--- config.mk ---
export PLATFORM = sky130hd
export DESIGN_NAME = uart_rx_fifo_ctrl
export DESIGN_NICKNAME = d
export VERILOG_FILES = /design/src/rtl/uart_rx_fifo_ctrl.sv
export SDC_FILE = /design/constraint.sdc
export NUM_CORES = 1
export LEC_CHECK = 0
export ABC_CLOCK_PERIOD_IN_PS = 3900
export BUFFER_PORTS_ARGS = -buffer_cell sky130_fd_sc_hd__buf_2
export CAP_MARGIN = 20
export CELL_PAD_IN_SITES_DETAIL_PLACEMENT = 0
export CELL_PAD_IN_SITES_GLOBAL_PLACEMENT = 1
export CORE_MARGIN = 3
export CORE_UTILIZATION = 51
export CTS_CLUSTER_SIZE = 24
export DETAILED_ROUTE_END_ITERATION = 8
export PLACE_DENSITY = 0.85
export SETUP_SLACK_MARGIN = 0.2
export SYNTH_ARGS = -nofsm -noshare
export SYNTH_HDL_FRONTEND = slang
export SYNTH_SLANG_ARGS = --single-unit
--- constraint.sdc ---
create_clock -name clk -period 3.9 [get_ports clk]
set_input_delay 0.78 -clock clk [delete_from_list [all_inputs] [get_ports clk]]
set_output_delay 0.78 -clock clk [all_outputs]
set_load 0.01 [all_outputs]
--- src/rtl/uart_rx_fifo_ctrl.sv ---
// Receive buffer behind the 8-bit UART Rx core.
// - Stores each character with its parity, framing and break flags.
// - Runs as a 16550-style RX FIFO, or as a 1-deep holding register when FIFO mode is off.
// - Produces the receive-side LSR bits and the trigger-level and character-timeout conditions.
module uart_rx_fifo_ctrl #(
    parameter  int DEPTH    = 16,
    parameter  int TO_CHARS = 4,
    localparam int CW       = $clog2(DEPTH) + 1
) (
    input  logic          clk,
    input  logic          rst,
    input  logic          brcx16,
    input  logic          rx_d_rdy,
    input  logic [7:0]    rx_d,
    input  logic          rx_pe,
    input  logic          rx_fe,
    input  logic          rx_bi,
    input  int            num_bits,
    input  logic          parity_en,
    input  logic          fifo_en,
    input  logic          fifo_clr,
    input  logic [1:0]    trig_sel,
    input  logic          rd,
    input  logic          lsr_rd,
    output logic [7:0]    dout,
    output logic          dout_pe,
    output logic          dout_fe,
    output logic          dout_bi,
    output logic          data_ready,
    output logic          overrun,
    output logic          fifo_err,
    output logic          trig_itr,
    output logic          timeout_itr,
    output logic [CW-1:0] count
);

    localparam int PW     = $clog2(DEPTH);
    // Longest character is 2 + 8 data + parity = 11 bit times of 16 ticks each.
    localparam int TO_MAX = TO_CHARS * 16 * 11;
    localparam int TW     = $clog2(TO_MAX + 1);

    typedef struct packed {
        logic       bi;
        logic       fe;
        logic       pe;
        logic [7:0] d;
    } entry_t;

    entry_t          mem [DEPTH];
    entry_t          head;
    entry_t          new_entry;
    logic [PW-1:0]   wr_ptr;
    logic [PW-1:0]   rd_ptr;
    logic [CW-1:0]   err_cnt;
    logic [CW-1:0]   trig_lvl;
    logic [TW-1:0]   to_cnt;
    logic [TW-1:0]   to_limit;
    logic            rx_d_rdy_q;
    logic            fifo_en_q;
    logic            flush;
    logic            wr_evt;
    logic            full;
    logic            pop;
    logic            accept;
    logic            overwrite;
    logic            ovr_set;
    logic            new_err;
    logic            head_err;

    // Decode this cycle's write, pop, flush and overflow events.
    always_comb begin
        // NOTE: every signal gets a value on every path through this block,
        // otherwise synthesis would have to hold the old value in a latch.
        flush     = fifo_clr || (fifo_en != fifo_en_q);
        wr_evt    = rx_d_rdy && !rx_d_rdy_q && !flush;
        full      = fifo_en ? (count == CW'(DEPTH)) : (count != '0);
        pop       = rd && (count != '0) && !flush;
        // A pop in the same clock frees the slot, so a write at full is still taken.
        accept    = wr_evt && (!full || pop);
        ovr_set   = wr_evt && full && !pop;
        overwrite = ovr_set && !fifo_en;
        head      = mem[rd_ptr];
        new_entry = '{bi: rx_bi, fe: rx_fe, pe: rx_pe, d: rx_d};
        new_err   = rx_pe || rx_fe || rx_bi;
        head_err  = head.pe || head.fe || head.bi;
        to_limit  = TW'(TO_CHARS * 16 * (2 + num_bits + int'(parity_en)));
    end

    // Present the head entry and derive the status outputs.
    always_comb begin
        dout       = (count != '0) ? head.d  : '0;
        dout_pe    = (count != '0) ? head.pe : 1'b0;
        dout_fe    = (count != '0) ? head.fe : 1'b0;
        dout_bi    = (count != '0) ? head.bi : 1'b0;
        data_ready = (count != '0);
        fifo_err   = (err_cnt != '0) && fifo_en;
        case (trig_sel)
            2'b00:   trig_lvl = CW'(1);
            2'b01:   trig_lvl = CW'(4);
            2'b10:   trig_lvl = CW'(8);
            default: trig_lvl = CW'(14);
        endcase
        trig_itr   = fifo_en && (count >= trig_lvl);
    end

    // Edge-detect rx_d_rdy and remember fifo_en to spot mode changes.
    always_ff @(posedge clk or posedge rst) begin
        // NOTE: state registers use non-blocking assignments so every flop
        // samples the pre-edge values, independent of block ordering.
        if (rst) begin
            rx_d_rdy_q <= 1'b0;
            fifo_en_q  <= 1'b0;
        end else begin
            rx_d_rdy_q <= rx_d_rdy;
            fifo_en_q  <= fifo_en;
        end
    end

    // Character storage; a non-FIFO overwrite replaces the held head entry.
    always_ff @(posedge clk) begin
        // NOTE: storage is deliberately not reset; count gates every read, so
        // stale contents are never visible and the array can map to RAM.
        if (accept) begin
            mem[wr_ptr] <= new_entry;
        end else if (overwrite) begin
            mem[rd_ptr] <= new_entry;
        end
    end

    // Pointers, occupancy and the count of stored entries carrying an error.
    always_ff @(posedge clk or posedge rst) begin
        if (rst) begin
            wr_ptr  <= '0;
            rd_ptr  <= '0;
            count   <= '0;
            err_cnt <= '0;
        end else if (flush) begin
            wr_ptr  <= '0;
            rd_ptr  <= '0;
            count   <= '0;
            err_cnt <= '0;
        end else begin
            if (pop) begin
                rd_ptr <= rd_ptr + PW'(1);
            end
            if (accept) begin
                wr_ptr <= wr_ptr + PW'(1);
            end
            count   <= count + CW'(accept) - CW'(pop);
            err_cnt <= err_cnt + CW'(accept && new_err) + CW'(overwrite && new_err)
                               - CW'(pop && head_err) - CW'(overwrite && head_err);
        end
    end

    // Sticky overrun; a new overrun wins over a simultaneous LSR read.
    always_ff @(posedge clk or posedge rst) begin
        if (rst) begin
            overrun <= 1'b0;
        end else if (ovr_set) begin
            overrun <= 1'b1;
        end else if (lsr_rd) begin
            overrun <= 1'b0;
        end
    end

    // Character timeout: count brcx16 ticks of inactivity while data is waiting.
    always_ff @(posedge clk or posedge rst) begin
        if (rst) begin
            to_cnt      <= '0;
            timeout_itr <= 1'b0;
        end else if (flush) begin
            to_cnt      <= '0;
            timeout_itr <= 1'b0;
        end else begin
            if (accept || rd || (count == '0)) begin
                to_cnt <= '0;
            end else if (fifo_en && brcx16) begin
                if (to_cnt >= to_limit - TW'(1)) begin
                    to_cnt      <= to_limit;
                    timeout_itr <= 1'b1;
                end else begin
                    to_cnt <= to_cnt + TW'(1);
                end
            end
            if (accept || rd) begin
                timeout_itr <= 1'b0;
            end
        end
    end

endmodule

# After elaboration in Yosys (flattened, before gate mapping)
# Memory sizes are Yosys's and may differ from the RTL's.
# Index checks and enable logic that the tools add are counted.
# op_classes
eq_ne	5
reduce_logical	40
add_sub_neg	12
muxes	31
magnitude_cmp	2
# op_table
cell	count
$mux 10	4
$mux 4	5
$mux 1	17
$add 5x1->5	3
$logic_and 1x1->1	15
$sub 5x1->5	3
$pmux 4 s3	1
$mux 11	1
$reduce_or 11->1	1
$add 10x1->10 const B	1
$ge 10x10->1	1
$mux 5	2
$reduce_bool 5->1	2
$sub 10x1->10 const B	1
$reduce_bool 3->1	3
$add 4x1->4 const B	2
$logic_or 1x1->1	8
$mux 8	1
$reduce_bool 2->1	3
$eq 5x5->1 const B	1
$ge 5x5->1	1
$logic_not 1->1	5
$logic_not 5->1	1
$add 3x4->4 const A	1
7 further kinds	7
# totals
word_cells	100
regBits	32
ram_bits	176
in_bits	54
mem_count	1
# memory_table
name	depth	width	rd	rd_ports_with_merged_regs	wr	line_no	source
mem	16	11	1	0	1	49	entry_t mem [DEPTH];

# Longest topological paths before layout
# depth
ltp_word	12
depth_mapped	16

# Worst setup path before layout
# Ideal clock, no wire load.
# synth_timing
path_type	input-to-reg
start	input fifo_en
end	register err_cnt[2]
setup_ps	119
cell_stages	12
t_arrival_ps	3371
path_slack_ps	410
t_required_ps	3781
cell_sequence	buf_6 -> xor2_2 -> or2_1 -> buf_6 -> nor3_2 -> nand2_1 -> fa_1 -> fa_1 -> inv_1 -> ha_1 -> fa_1 -> and2_1
# synth_between
elab_chain_cells	12
# synth_rtl
item	line_no	source
start: declaration	20	input logic fifo_en,
$ne 1x1->1	74	flush = fifo_clr || (fifo_en != fifo_en_q);
$logic_or 1x1->1	74	
$logic_not 1->1	75, 77	
$logic_and 1x1->1 (on tied branches)	77, 75	
$logic_or 1x1->1 (tied with other cells)	79	accept = wr_evt && (!full || pop);
$logic_and 1x1->1 (on tied branches)	79, 80	
$logic_and 1x1->1 (on tied branches)	150, 81	
$add 5x1->5 or $logic_and 1x1->1 (tied branches)	150	err_cnt <= err_cnt + CW'(accept && new_err) + CW'(overwrite && new_err)
$add 5x1->5	150	
$sub 5x1->5 (2 in a row)	151	- CW'(pop && head_err) - CW'(overwrite && head_err);
$mux 5 (*)	137	end else if (flush) begin
end signal: assignment	150	
end: declaration	54	logic [CW-1:0] err_cnt;
# Mark *: on every way between the ends. The rest lies on a longest branch, timed or not.
# A chain may end at the register's enable or synchronous reset.

# Final worst setup path
# layout_timing
start	register rd_ptr[0]
end	register err_cnt[2]
# layout_between
elab_chain_cells	7
# layout_rtl
item	line_no	source
start: declaration	53	logic [PW-1:0] rd_ptr;
start signal: assignment	144	rd_ptr <= rd_ptr + PW'(1);
$mem_v2 16x11 (*)	--	
$logic_or 1x1->1	85	head_err = head.pe || head.fe || head.bi;
$logic_or 1x1->1 (*)	85	
$logic_and 1x1->1	151	
$sub 5x1->5	151	
$sub 5x1->5 (*)	151	
$mux 5 (*)	137	
# Marks and branches as above.

==> summary.txt <==
Logic synthesis
  • Register area share after synthesis: 0.658
  • Yosys warns: 0
  • EDFF count, synth: 176
  • Post-Syn Instances: 562
  • Area leader, netlist: edfxtp_1
  • Post-Syn Area per Cell: 16.4 sq um
  • Syn_nets: 645
  • Synth area leaders: edfxtp_1 (57%), mux4_2 (12%), dfrtp_1 (8.7%), ha_1 (3.4%), nor2_1 (2.0%)
  • Synth Register Bits: 208
  • Synth Flop Type: edfxtp_1
  • Post-synthesis cell area: 9240 sq um
  • Cell variety after synth: 54
  • Share of the synthesized area in the top cell type: 0.572
  • Ys async rst share: 0.154

STA
  • Slew margin rel.: 0.456
  • Slew Limit Fails: 0
  • Clk_skew: 0.0128 ns
  • Setup_tns: 0 ns
  • Fin. Hold Viols: 0
  • Final period utilization: 0.921
  • Unrepaired setup endpoints after global routing: yes
  • # setup viols final: 0
  • Worst-margin pin slew: around 0.81 ns
  • Hold_ws: 0.370 ns
  • Final worst path period need: approximately 3.6 ns
  • Max Clk Rate: 278 MHz

Cells and area
  • Highest-count cells in the layout ignoring fill and taps: edfxtp_1 (176), nor2_1 (50), mux4_2 (50)
  • Synth-to-Final Area Change: 14.9%
  • Fin util: 0.606
  • Final nets: between 700 and 800
  • Layout cells sized above 1: 0.283
  • Most common cell after layout, fill and taps aside: edfxtp_1
  • Final Cell Area: 10600 sq um
  • Layout fillers: 1267
  • Area of the multi-input gates: 2940 sq um
  • FF+latch area: 6090 sq um
  • ANT cells: 0

Drt
  • Via/cell ratio: 5.91
  • Initial DRC Count: 329
  • Average wire per standard cell: approximately 22 um
  • DRC errors left: 0
  • TritonRoute pass-1 iters: 4
  • Final wirelength: 19.5 mm
  • Antenna Nets Post-Route: 0
  • Via count: 5218

Clock network
  • Clk_lat worst skew: 0.50 ns
  • Clk slew on worst S/H paths: roughly 0.060 ns
  • Root Driver: clkbuf_16
  • Clock sink count: 208
  • CTS Buffer Depth: 3
  • H-tree depth: 1
  • Cts bufs inserted: 21
  • Hold buffers post-CTS: 0
  • CTS tree: yes

Power and ir drop
  • Sequential Power Share: 0.537
  • Leak: 3.74 nW
  • Internal power: about 0.0036 W
  • Switching Fraction: 0.201
  • P_sw: 0.000909 W
  • Clk pwr share: 0.426
  • PD cells: 425 nW/um^2
  • Power share of the combinational group: 0.038
  • Worst vdd ir: roughly 0.37 mV

Critical path
  • Worst Reg2Reg Path Length in Cells: 14
  • Worst setup SP type: flop
  • Worst R2R Setup Slack: 0.31 ns
  • Setup crit end kind: flop
  • CP Max Fanout: 3
  • CP max stage delay: 0.52 ns
  • CP cell instances: buf_4, buf_4, mux4_2, nand3_2, nand3_1, nor3_2, buf_4, nor3_1, fa_1, fa_2, inv_2, ha_4, fa_1, and2_1
  • Worst path required time: 4.29 ns
  • Most used cell, CP: buf_4
  • Arrival @ worst endpoint: between 3 and 4 ns
  • Setup CP Type: flop to flop
  • CP max stage cell: dfrtp_4

Floorplanning
  • Initial Util: 0.527
  • Height of the die: 141 um
  • IO Pins: 75
  • FP Rows: 48
  • DIE AREA: a little under 20000 sq um
  • Core area: 17500 sq um
  • Die Width: 141 um

Global routing
  • First-pass GRT wire length: 31.1 mm
  • Initial antenna violation count: 1
  • Largest net degree at the start of global routing: 33
  • Total gr overflow: 0
  • Gr usage total: 0.205
  • Vias in the first global route: 5361

Hold path
  • Tightest Hold Check Type: input pin to asynchronous set/reset pin

Place
  • Detailed placement HPWL: 12.1 mm
  • Final GP Congestion: 0.780
  • I/O Buffers: 46
  • Placed instance area: 9870 sq um

Status
  • Status: finished clean

Job
  • Max cap viols: 0
-- stage by stage --
step	power [W]	setup WS [ns]	std cells
6_report	0.00452	0.307	883
2_1_floorplan	0.00257	0.410	562
4_1_cts	0.00456	0.235	882
3_5_place_dp	0.00264	0.00697	843
5_1_grt	0.00466	0.130	883
3_3_place_gp	0.00263	0.0172	843
-- per-layer routing --
layer / track usage / share of wire / up-vias
met1: 0.287 / 0.42 / 2679
li1: - / - / 2343
met4: 0.0602 / 0.027 / 2
met3: 0.0390 / 0.059 / 39
met5: 0 / 0.00067 / -
met2: 0.332 / 0.49 / 155
-- cells in the mapped netlist, types with 2 or more instances --
cell	instances
mux2_2	2
nand2b_1	2
mux4_2	50
xnor2_1	9
nor4_1	2
fa_1	4
o41ai_1	3
nor2_1	50
o21ai_0	7
mux4_1	2
xor2_1	7
nand3_1	17
mux2i_1	6
dfrtp_1	32
a21oi_1	12
nor3_1	8
nor3b_1	3
nand4_1	3
a22oi_1	5
and2_1	16
nor2b_1	9
buf_6	6
a21o_1	3
edfxtp_1	176
buf_2	5
or3_1	3
nand2_1	19
buf_4	2
clkbuf_1	13
and3_1	3
inv_1	26
a32oi_1	2
a31oi_1	9
ha_1	25
o21ai_1	2
-- final cells by class --
class | instances | share of cell area
multi-input combinational | 302 | 0.276
clock inverter | 9 | 0.00966
tap | 225 | 0.0265
timing repair buffer | 87 | 0.0534
sequential | 208 | 0.574
clock buffer | 26 | 0.0513
inverter | 26 | 0.00919
-- power groups by stage --
| stage | registers (W) | clock network, W | logic (W) |
|---|---|---|---|
| 5_1_grt | 0.00242 | 0.00204 | 0.000192 |
| 2_1_floorplan | 0.00247 | 0 | 0.0000959 |
| 4_1_cts | 0.00242 | 0.00196 | 0.000172 |
| 3_3_place_gp | 0.00247 | 0 | 0.000159 |
| 3_5_place_dp | 0.00247 | 0 | 0.000168 |
| 6_report | 0.00242 | 0.00192 | 0.000171 |
-- flip-flops by register name, summed over array words and instances (netlist names) --
register,count
mem,176
to_cnt,10
count,5
err_cnt,5
rd_ptr,4
wr_ptr,4
fifo_en_q,1
overrun,1
rx_d_rdy_q,1
timeout_itr,1
-- what timing repair did --
action / in CTS / in global routing
hold endpoints to repair: 0 / 0
setup buffers: 4 / 1
endpoints found under the setup margin: 9 / 3
gates resized for setup: 4 / 7
pin swaps: 0 / 2
-- final timing paths --
path                                       start                    end
max                        rd_ptr[0]$_DFFE_PP0P_   err_cnt[2]$_DFF_PP0_
max reg2reg                rd_ptr[0]$_DFFE_PP0P_   err_cnt[2]$_DFF_PP0_
min in group clk                        rx_d_rdy   rx_d_rdy_q$_DFF_PP0_
max in group asynchronous                    rst  rd_ptr[0]$_DFFE_PP0P_
min reg2reg                  overrun$_DFFE_PP0P_    overrun$_DFFE_PP0P_
min                                          rst    fifo_en_q$_DFF_PP0_
-- logic make-up (layout without fill, tap and decap cells) --
logic type / count (synthesis) / after routing / synth area share
buf+inv: 52 / 148 / 0.0275
flops: 208 / 208 / 0.658
simple gates: 149 / 149 / 0.0855
compound gates: 47 / 47 / 0.0328
xor+xnor: 17 / 17 / 0.0169
fa+ha+maj: 29 / 29 / 0.0425
mux: 60 / 60 / 0.136
-- worst max-delay path: cells and delay by family, from the launching register on --
family	cells	cell delay, ns
simple gates	5	0.61
buf+inv	4	0.50
mux	1	0.45
flops	1	0.52
fa+ha+maj	4	1.40
(Power assumes the default switching activity.)
